--- src/rtl/mem_port_arbiter.sv ---
// Two-requester arbiter (instruction fetch, load/store) for a single-port word memory.
// Data wins by default; a bounded streak counter forces a fetch grant so fetch never starves.
module mem_port_arbiter #(
  parameter int AW          = 9,
  parameter int DW          = 32,
  parameter int MAX_DSTREAK = 4
) (
  input  logic          clk,
  input  logic          rst,
  input  logic          if_req,
  input  logic [31:0]   if_addr,
  output logic          if_gnt,
  output logic          if_rvalid,
  output logic [DW-1:0] if_rdata,
  input  logic          d_req,
  input  logic          d_we,
  input  logic [31:0]   d_addr,
  input  logic [DW-1:0] d_wdata,
  output logic          d_gnt,
  output logic          d_rvalid,
  output logic [DW-1:0] d_rdata,
  output logic          d_err,
  output logic [AW-1:0] mem_addr,
  output logic          mem_we,
  output logic [DW-1:0] mem_wdata,
  input  logic [DW-1:0] mem_rdata
);

  typedef enum logic [1:0] {IDLE, DATA, INSTR, STARVE} state_t;

  localparam logic [3:0] STREAK_MAX = 4'(MAX_DSTREAK);

  state_t        state_reg, state_next;
  logic [3:0]    streak_reg, streak_next;
  logic          if_rvalid_reg, d_rvalid_reg, d_err_reg;
  logic [DW-1:0] if_rdata_reg, d_rdata_reg;

  // Index 0 is the fetch port, index 1 the data port.
  logic [31:0] req_addr [2];
  logic [1:0]  in_range;

  assign req_addr[0] = if_addr;
  assign req_addr[1] = d_addr;

  for (genvar gi = 0; gi < 2; gi++) begin : g_range
    assign in_range[gi] = (req_addr[gi][31:AW] == '0);
  end

  always_comb begin
    if_gnt      = 1'b0;
    d_gnt       = 1'b0;
    mem_addr    = if_addr[AW-1:0];
    mem_we      = 1'b0;
    mem_wdata   = d_wdata;
    streak_next = streak_reg;
    state_next  = IDLE;

    // Grants are suppressed while reset is held so no write can slip through.
    if (rst) begin
      if (d_req && !(state_reg == STARVE && if_req)) d_gnt = 1'b1;
      else if (if_req)                               if_gnt = 1'b1;
    end

    if (d_gnt) begin
      mem_addr = d_addr[AW-1:0];
      mem_we   = d_we & in_range[1];
    end

    if (if_gnt || !if_req)
      streak_next = '0;
    else if (d_gnt && streak_reg < STREAK_MAX)
      streak_next = streak_reg + 4'd1;

    if (d_gnt)
      state_next = (if_req && streak_next == STREAK_MAX) ? STARVE : DATA;
    else if (if_gnt)
      state_next = INSTR;
  end

  always_ff @(posedge clk or negedge rst) begin
    if (!rst) begin
      state_reg     <= IDLE;
      streak_reg    <= '0;
      if_rvalid_reg <= 1'b0;
      d_rvalid_reg  <= 1'b0;
      d_err_reg     <= 1'b0;
      if_rdata_reg  <= '0;
      d_rdata_reg   <= '0;
    end else begin
      state_reg     <= state_next;
      streak_reg    <= streak_next;
      if_rvalid_reg <= if_gnt;
      d_rvalid_reg  <= d_gnt & ~d_we;
      d_err_reg     <= d_gnt & ~in_range[1];
      // Out-of-range reads return zero rather than aliased memory contents.
      if (if_gnt)
        if_rdata_reg <= in_range[0] ? mem_rdata : '0;
      if (d_gnt && !d_we)
        d_rdata_reg <= in_range[1] ? mem_rdata : '0;
    end
  end

  assign if_rvalid = if_rvalid_reg;
  assign if_rdata  = if_rdata_reg;
  assign d_rvalid  = d_rvalid_reg;
  assign d_rdata   = d_rdata_reg;
  assign d_err     = d_err_reg;

endmodule
--- config.mk ---
export PLATFORM = sky130hd
export DESIGN_NAME = mem_port_arbiter
export DESIGN_NICKNAME = d
export VERILOG_FILES = /design/src/rtl/mem_port_arbiter.sv
export SDC_FILE = /design/constraint.sdc
export NUM_CORES = 1
export LEC_CHECK = 0
export ABC_AREA = 0
export BUFFER_PORTS_ARGS = -buffer_cell sky130_fd_sc_hd__buf_2
export CAP_MARGIN = 20
export CORE_ASPECT_RATIO = 1.75
export CORE_MARGIN = 2
export CORE_UTILIZATION = 35
export CTS_CLUSTER_SIZE = 30
export DETAILED_ROUTE_END_ITERATION = 12
export PLACE_DENSITY = 0.71
export SETUP_SLACK_MARGIN = 0.1
export SLEW_MARGIN = 20
export SYNTH_ARGS = -nofsm -noshare
export SYNTH_HDL_FRONTEND = slang
export SYNTH_SLANG_ARGS = --single-unit
export TNS_END_PERCENT = 10
--- constraint.sdc ---
create_clock -name clk -period 3.6 [get_ports clk]
set_clock_uncertainty 0.1 [all_clocks]
set_input_delay 0.9 -clock clk [delete_from_list [all_inputs] [get_ports clk]]
set_output_delay 0.9 -clock clk [all_outputs]
set_load 0.005 [all_outputs]
==> results of run 1 <==
[per-layer routing]
layer	routed length, um	track usage, %	vias up
met3	712	3.39	57
met4	711	16.1	0
li1	-	-	1459
met2	5830	38.7	170
met1	3480	19.7	1474
met5	0	0	-
[report_power, final]
part	total [mW]	internal, mW	switching (mW)
sequential	0.826	0.824	0.00201
combinational	0.155	0.0641	0.0905
clock	0.852	0.532	0.320
total	1.83	1.42	0.412
[synthesized netlist by cell type (all sizes together)]
cell	number	area [um^2]
nor4	10	62.6
nand3	2	10.0
or4	1	7.51
buf	39	294
nor3	3	15.0
o2bb2ai	32	280
and3	1	6.26
clkbuf	14	52.6
and2	2	12.5
nor2	5	18.8
mux2i	2	20.0
inv	6	22.5
or2	1	6.26
ha	1	12.5
a31oi	1	6.26
xor2	1	8.76
and4	2	17.5
o41ai	1	8.76
nor2b	1	6.26
o211ai	2	20.0
dfrtp	73	1830
nand2	126	475
o21ai	33	165
[worst reg2reg max path: cells and delay by family, from the launching register on]
kind	cells	cell delay (ns)
flip-flops	1	0.38
AND/OR/NAND/NOR	4	0.79
buffers and inverters	2	0.74
AO/OA/AOI/OAI	1	0.15
[worst paths after layout]
check                                  start             to  slack [ns]  depth (start not counted)
worst max register to register  state_reg[0]     d_rdata[9]        1.37                          7
worst max-delay path                  if_req         mem_we        0.29                          5
min in group asynchronous                rst    d_rdata[18]        0.59                          2
worst min register to register  if_rdata[16]   if_rdata[16]        0.37                          2
max in group asynchronous                rst  streak_reg[1]        1.93                          3
worst min-delay path            if_rdata[16]   if_rdata[16]        0.37                          2
[stage by stage]
stage	hold slack, ns	instances	worst slack, ns
floorplan	0.373	359	0.725
global placement	0.359	614	0.359
detailed placement	0.367	614	0.330
CTS	0.380	630	0.329
global route	0.398	630	0.263
finish	0.370	630	0.293
[logic make-up after synthesis]
group | Yosys count
and+or+nand+nor | 154
adders and majority gates | 1
muxes | 2
buffers and inverters | 59
DFF | 73
AOI/OAI and AO/OA | 69
xor gates and xnor gates | 1
[area by class of cell]
class	count	area [um^2]	area share [%]
tap	122	153	3.46
clock buffer	10	229	5.19
clock inverter	6	58.8	1.33
sequential	73	1830	41.4
inverter	6	22.5	0.511
timing repair buffer	186	951	21.6
multi-input combinational	227	1170	26.5
[cell usage in the layout (no fill, tap or decap), types with 3 or more instances in the layout]
cell type  netlist  routed
buf_2            4     178
buf_4           32       8
clkbuf_16        0       9
clkinv_2         0       4
dfrtp_1         73      73
inv_1            4       4
nand2_1        125     125
nor2_1           5       5
nor3_1           3       3
nor4_1          10      10
o21ai_0         33      33
o2bb2ai_1       32      32
==> results.json, run 1 <==
{
  "synthXorXnorAreaFrac_pct": 0.261,
  "ant_nets": 0,
  "crit_chain": "buf_2 -> and3_1 -> or2_1 -> nor3_1 -> buf_2",
  "dieArea_um2": 10400,
  "syn_nets": 493,
  "final_util_pct": 46.9,
  "pin_count": 244,
  "nets": 637,
  "diodes": 0,
  "clock.fmax_ghz": 0.302,
  "synth_fa_ha_area_share_pct": 0.373,
  "grt_usage_pct": 20.8,
  "min_path_type": "register to register",
  "post_cts_resized": 0,
  "start_kind": "primary input",
  "setup_viol": 0,
  "cp-end-kind": "output port",
  "ys_warn_count": 0,
  "gp_congestion": 0.829,
  "clock_latency_ns": 0.32,
  "clk_pin_slew_ns": 0.06,
  "rsz0062_at_grt": "false",
  "grt_pass1_vias": 3264,
  "crit_top_cell": "buf_2",
  "hold_violations": 0,
  "route.detailed.drc": 0,
  "first_pass_iters": 4,
  "numCtsBuffers": 9,
  "tightest_slew_ns": 0.628,
  "cts_tree": "done",
  "clock-root-buffer": "clkbuf_16",
  "grt_pass1_wl_um": 16300,
  "synth-compound-area-share_pct": 14.3,
  "syn-cell-area_um2": 3360,
  "post-cts-setup-buffers": 0,
  "synth_top_family_by_area": "simple AND/OR/NAND/NOR gates",
  "synthToLayoutAreaGrowth_pct": 31.4,
  "arrival_ns": 2.31,
  "crit_type": "primary input to output port",
  "postLayoutCellArea_um2": 4410,
  "maxCapViolations": 0,
  "p_leak_nw": 2.35,
  "core_area_um2": 9410,
  "wl_um": 10700,
  "fin_setup_tns_ns": 0,
  "n_fill_cell": 942,
  "syn-mean-instance-area_um2": 9.35,
  "syn_inst": 359,
  "hpwl_um": 7830,
  "synth-simple-area-share_pct": 19.0,
  "vias_per_cell": 5.02,
  "antenna_found_initial": 0,
  "cts_sinks": 73,
  "die_h_um": 134,
  "maxSlewHeadroom_pct": 58.1,
  "wl_per_cell_um": 17.0,
  "synth.area.mux_share_pct": 0.597,
  "critPathMaxStageDelay_ns": 0.55,
  "drt-initial-drc-count": 95,
  "power.density_nw_per_um2": 416,
  "htreeDepth": 3,
  "row_count": 47,
  "slowest_stage": "nor3_1",
  "status": "complete, no violations",
  "portBuffers": 179,
  "cts_max_path_buffers": 2,
  "synth_cell_type_count": 28,
  "drv_slew": 0,
  "fin_total_pwr_mw": 1.83,
  "path_delay_family": "simple AND/OR/NAND/NOR gates",
  "post-route-min-period_ns": 3.31,
  "initial_core_util_pct": 35.7,
  "die_w_um": 78.0,
  "ir_worst_vdd_mv": 0.302,
  "holdBufCountCts": 0,
  "ys_ff_latch": 73,
  "grt_max_degree": 40,
  "path_buf_inv": 2,
  "drive_gt1_share_pct": 40.4,
  "place_area_um2": 4120,
  "crit_required_ns": 2.60,
  "path_max_fanout": 11,
  "grt-ovfl-total": 0,
  "timing.final.crit_share_pct": 91.9,
  "ys_seq_area_share_pct": 54.4,
  "vias": 3160
}
(Power assumes the default switching activity.)
==> run 2, diff against run 1 <==
--- a/config.mk
+++ b/config.mk
@@ -8,12 +8,12 @@
 export ABC_AREA = 0
 export BUFFER_PORTS_ARGS = -buffer_cell sky130_fd_sc_hd__buf_2
 export CAP_MARGIN = 20
-export CORE_ASPECT_RATIO = 1.75
+export CORE_ASPECT_RATIO = 1.1
 export CORE_MARGIN = 2
 export CORE_UTILIZATION = 35
 export CTS_CLUSTER_SIZE = 30
 export DETAILED_ROUTE_END_ITERATION = 12
-export PLACE_DENSITY = 0.71
+export PLACE_DENSITY_LB_ADDON = 0.1
 export SETUP_SLACK_MARGIN = 0.1
 export SLEW_MARGIN = 20
 export SYNTH_ARGS = -nofsm -noshare
==> run 2 against run 1 <==
Compared with the run above:
- clock power down 12%
- sequential power about the same
- largest power group is now registers
- wire length down 10%
- critical path type unchanged
- global-route usage shrank 1.7 points
- core utilization down 0.42 points
==> results.json, run 2 (same netlist as run 1, synthesis figures left out) <==
{
  "diodes": 0,
  "cp-end-kind": "output port",
  "rsz0062_at_grt": "false",
  "post-route-min-period_ns": 3.08,
  "fin_setup_tns_ns": 0,
  "postLayoutCellArea_um2": 4340,
  "drt-initial-drc-count": 77,
  "ant_nets": 0,
  "core_area_um2": 9350,
  "dieArea_um2": 10400,
  "initial_core_util_pct": 35.9,
  "die_w_um": 97.4,
  "start_kind": "primary input",
  "maxSlewHeadroom_pct": 44.0,
  "arrival_ns": 2.08,
  "clock_latency_ns": 0.34,
  "grt_usage_pct": 19.1,
  "clock.fmax_ghz": 0.325,
  "synthToLayoutAreaGrowth_pct": 29.4,
  "min_path_type": "primary input to asynchronous set/reset pin",
  "numCtsBuffers": 9,
  "cts_max_path_buffers": 2,
  "layout_commonest_cell": "buf_2",
  "die_h_um": 107,
  "first_pass_iters": 4,
  "grt_pass1_wl_um": 15700,
  "drv_slew": 0,
  "post_cts_resized": 0,
  "p_leak_nw": 2.32,
  "antenna_found_initial": 0,
  "drive_gt1_share_pct": 40.4,
  "portBuffers": 179,
  "wl_um": 9640,
  "gp_congestion": 0.717,
  "post-cts-setup-buffers": 0,
  "pin_count": 244,
  "grt_max_degree": 67,
  "place_area_um2": 4110,
  "ff2ff_setup_slack_ns": 1.35,
  "grt_util_met2_pct": 31.5,
  "gr-max-usage-layer": "met2",
  "maxCapViolations": 0,
  "timing.final.crit_share_pct": 85.4,
  "setup_viol": 0,
  "htreeDepth": 3,
  "path_max_fanout": 14,
  "crit_required_ns": 2.60,
  "cts_sinks": 73,
  "hpwl_um": 6620,
  "clk_pin_slew_ns": 0.09,
  "power.density_nw_per_um2": 397,
  "crit_type": "primary input to output port",
  "cts_tree": "done",
  "row_count": 37,
  "layout_common_cells": "buf_2, nand2_1, dfrtp_1, o21ai_0, o2bb2ai_1",
  "grt_pass1_vias": 3024,
  "ir_worst_vdd_mv": 0.184,
  "grtUsageMet1_pct": 23.8,
  "tightest_slew_ns": 0.840,
  "hold_violations": 0,
  "vias_per_cell": 4.85,
  "wl_per_cell_um": 15.4,
  "grt-ovfl-total": 0,
  "status": "complete, no violations",
  "holdBufCountCts": 0,
  "grtUsageMet3_pct": 5.48,
  "vias": 3029,
  "clock-root-buffer": "clkbuf_8",
  "nets": 636,
  "route.detailed.drc": 0
}
==> run 2: cell types whose count changed in the layout (fill, tap and decap cells not counted), moves of 2 or more <==
cell / before / now
clkinv_2: 4 / 0
clkbuf_16: 9 / 0
clkbuf_8: 0 / 10
inv_6: 0 / 2
==> run 2: worst paths after layout <==
check                        startpoint  cells past startpoint            end
setup / recovery                    rst                      7    mem_addr[1]
max in group asynchronous           rst                      2  streak_reg[3]
min in group clk           if_rdata[27]                      2   if_rdata[27]
hold / removal                      rst                      1   if_rdata[10]
setup reg to reg           state_reg[0]                      7    d_rdata[22]
hold reg to reg            if_rdata[27]                      2   if_rdata[27]
==> run 2: cell type report <==
type	count	area, um^2
inverters	6	22.5
fillers	969	5010
repair buffers	185	943
clock inverters	6	97.6
well taps	117	146
multi-input cells	227	1170
flip-flops and latches	73	1830
clock buffers	10	138
==> run 2: through the flow <==
stage	worst slack (ns)	power, mW	hold slack (ns)	std cells	utilization, %
after detailed placement	0.491	0.990	0.365	608	43.9
after CTS	0.490	1.75	0.265	624	46.4
final	0.524	1.72	0.283	624	46.4
after global routing	0.335	1.81	0.255	624	46.4
after floorplan	0.725	0.920	0.373	359	-
after global placement	0.534	0.989	0.359	608	43.9
==> run 2: power breakdown <==
part	switching (mW)	leakage, nW	internal, mW	total (mW)
clock network	0.333	0.119	0.420	0.753
registers	0.00182	1.02	0.822	0.824
logic	0.0834	1.18	0.0632	0.147
total	0.418	2.32	1.31	1.72
==> run 2: worst max-delay path: stages <==
cell,delay (ns)
buf_4,0.20
nand2_1,0.11
or2_1,0.36
inv_2,0.26
nand2_1,0.08
nand2_1,0.06
buf_2,0.10
==> run 2: layer usage <==
layer	share of wire (%)	up-vias
li1	-	1462
met5	0	-
met2	48	131
met4	1.9	0
met3	7.3	17
met1	43	1419
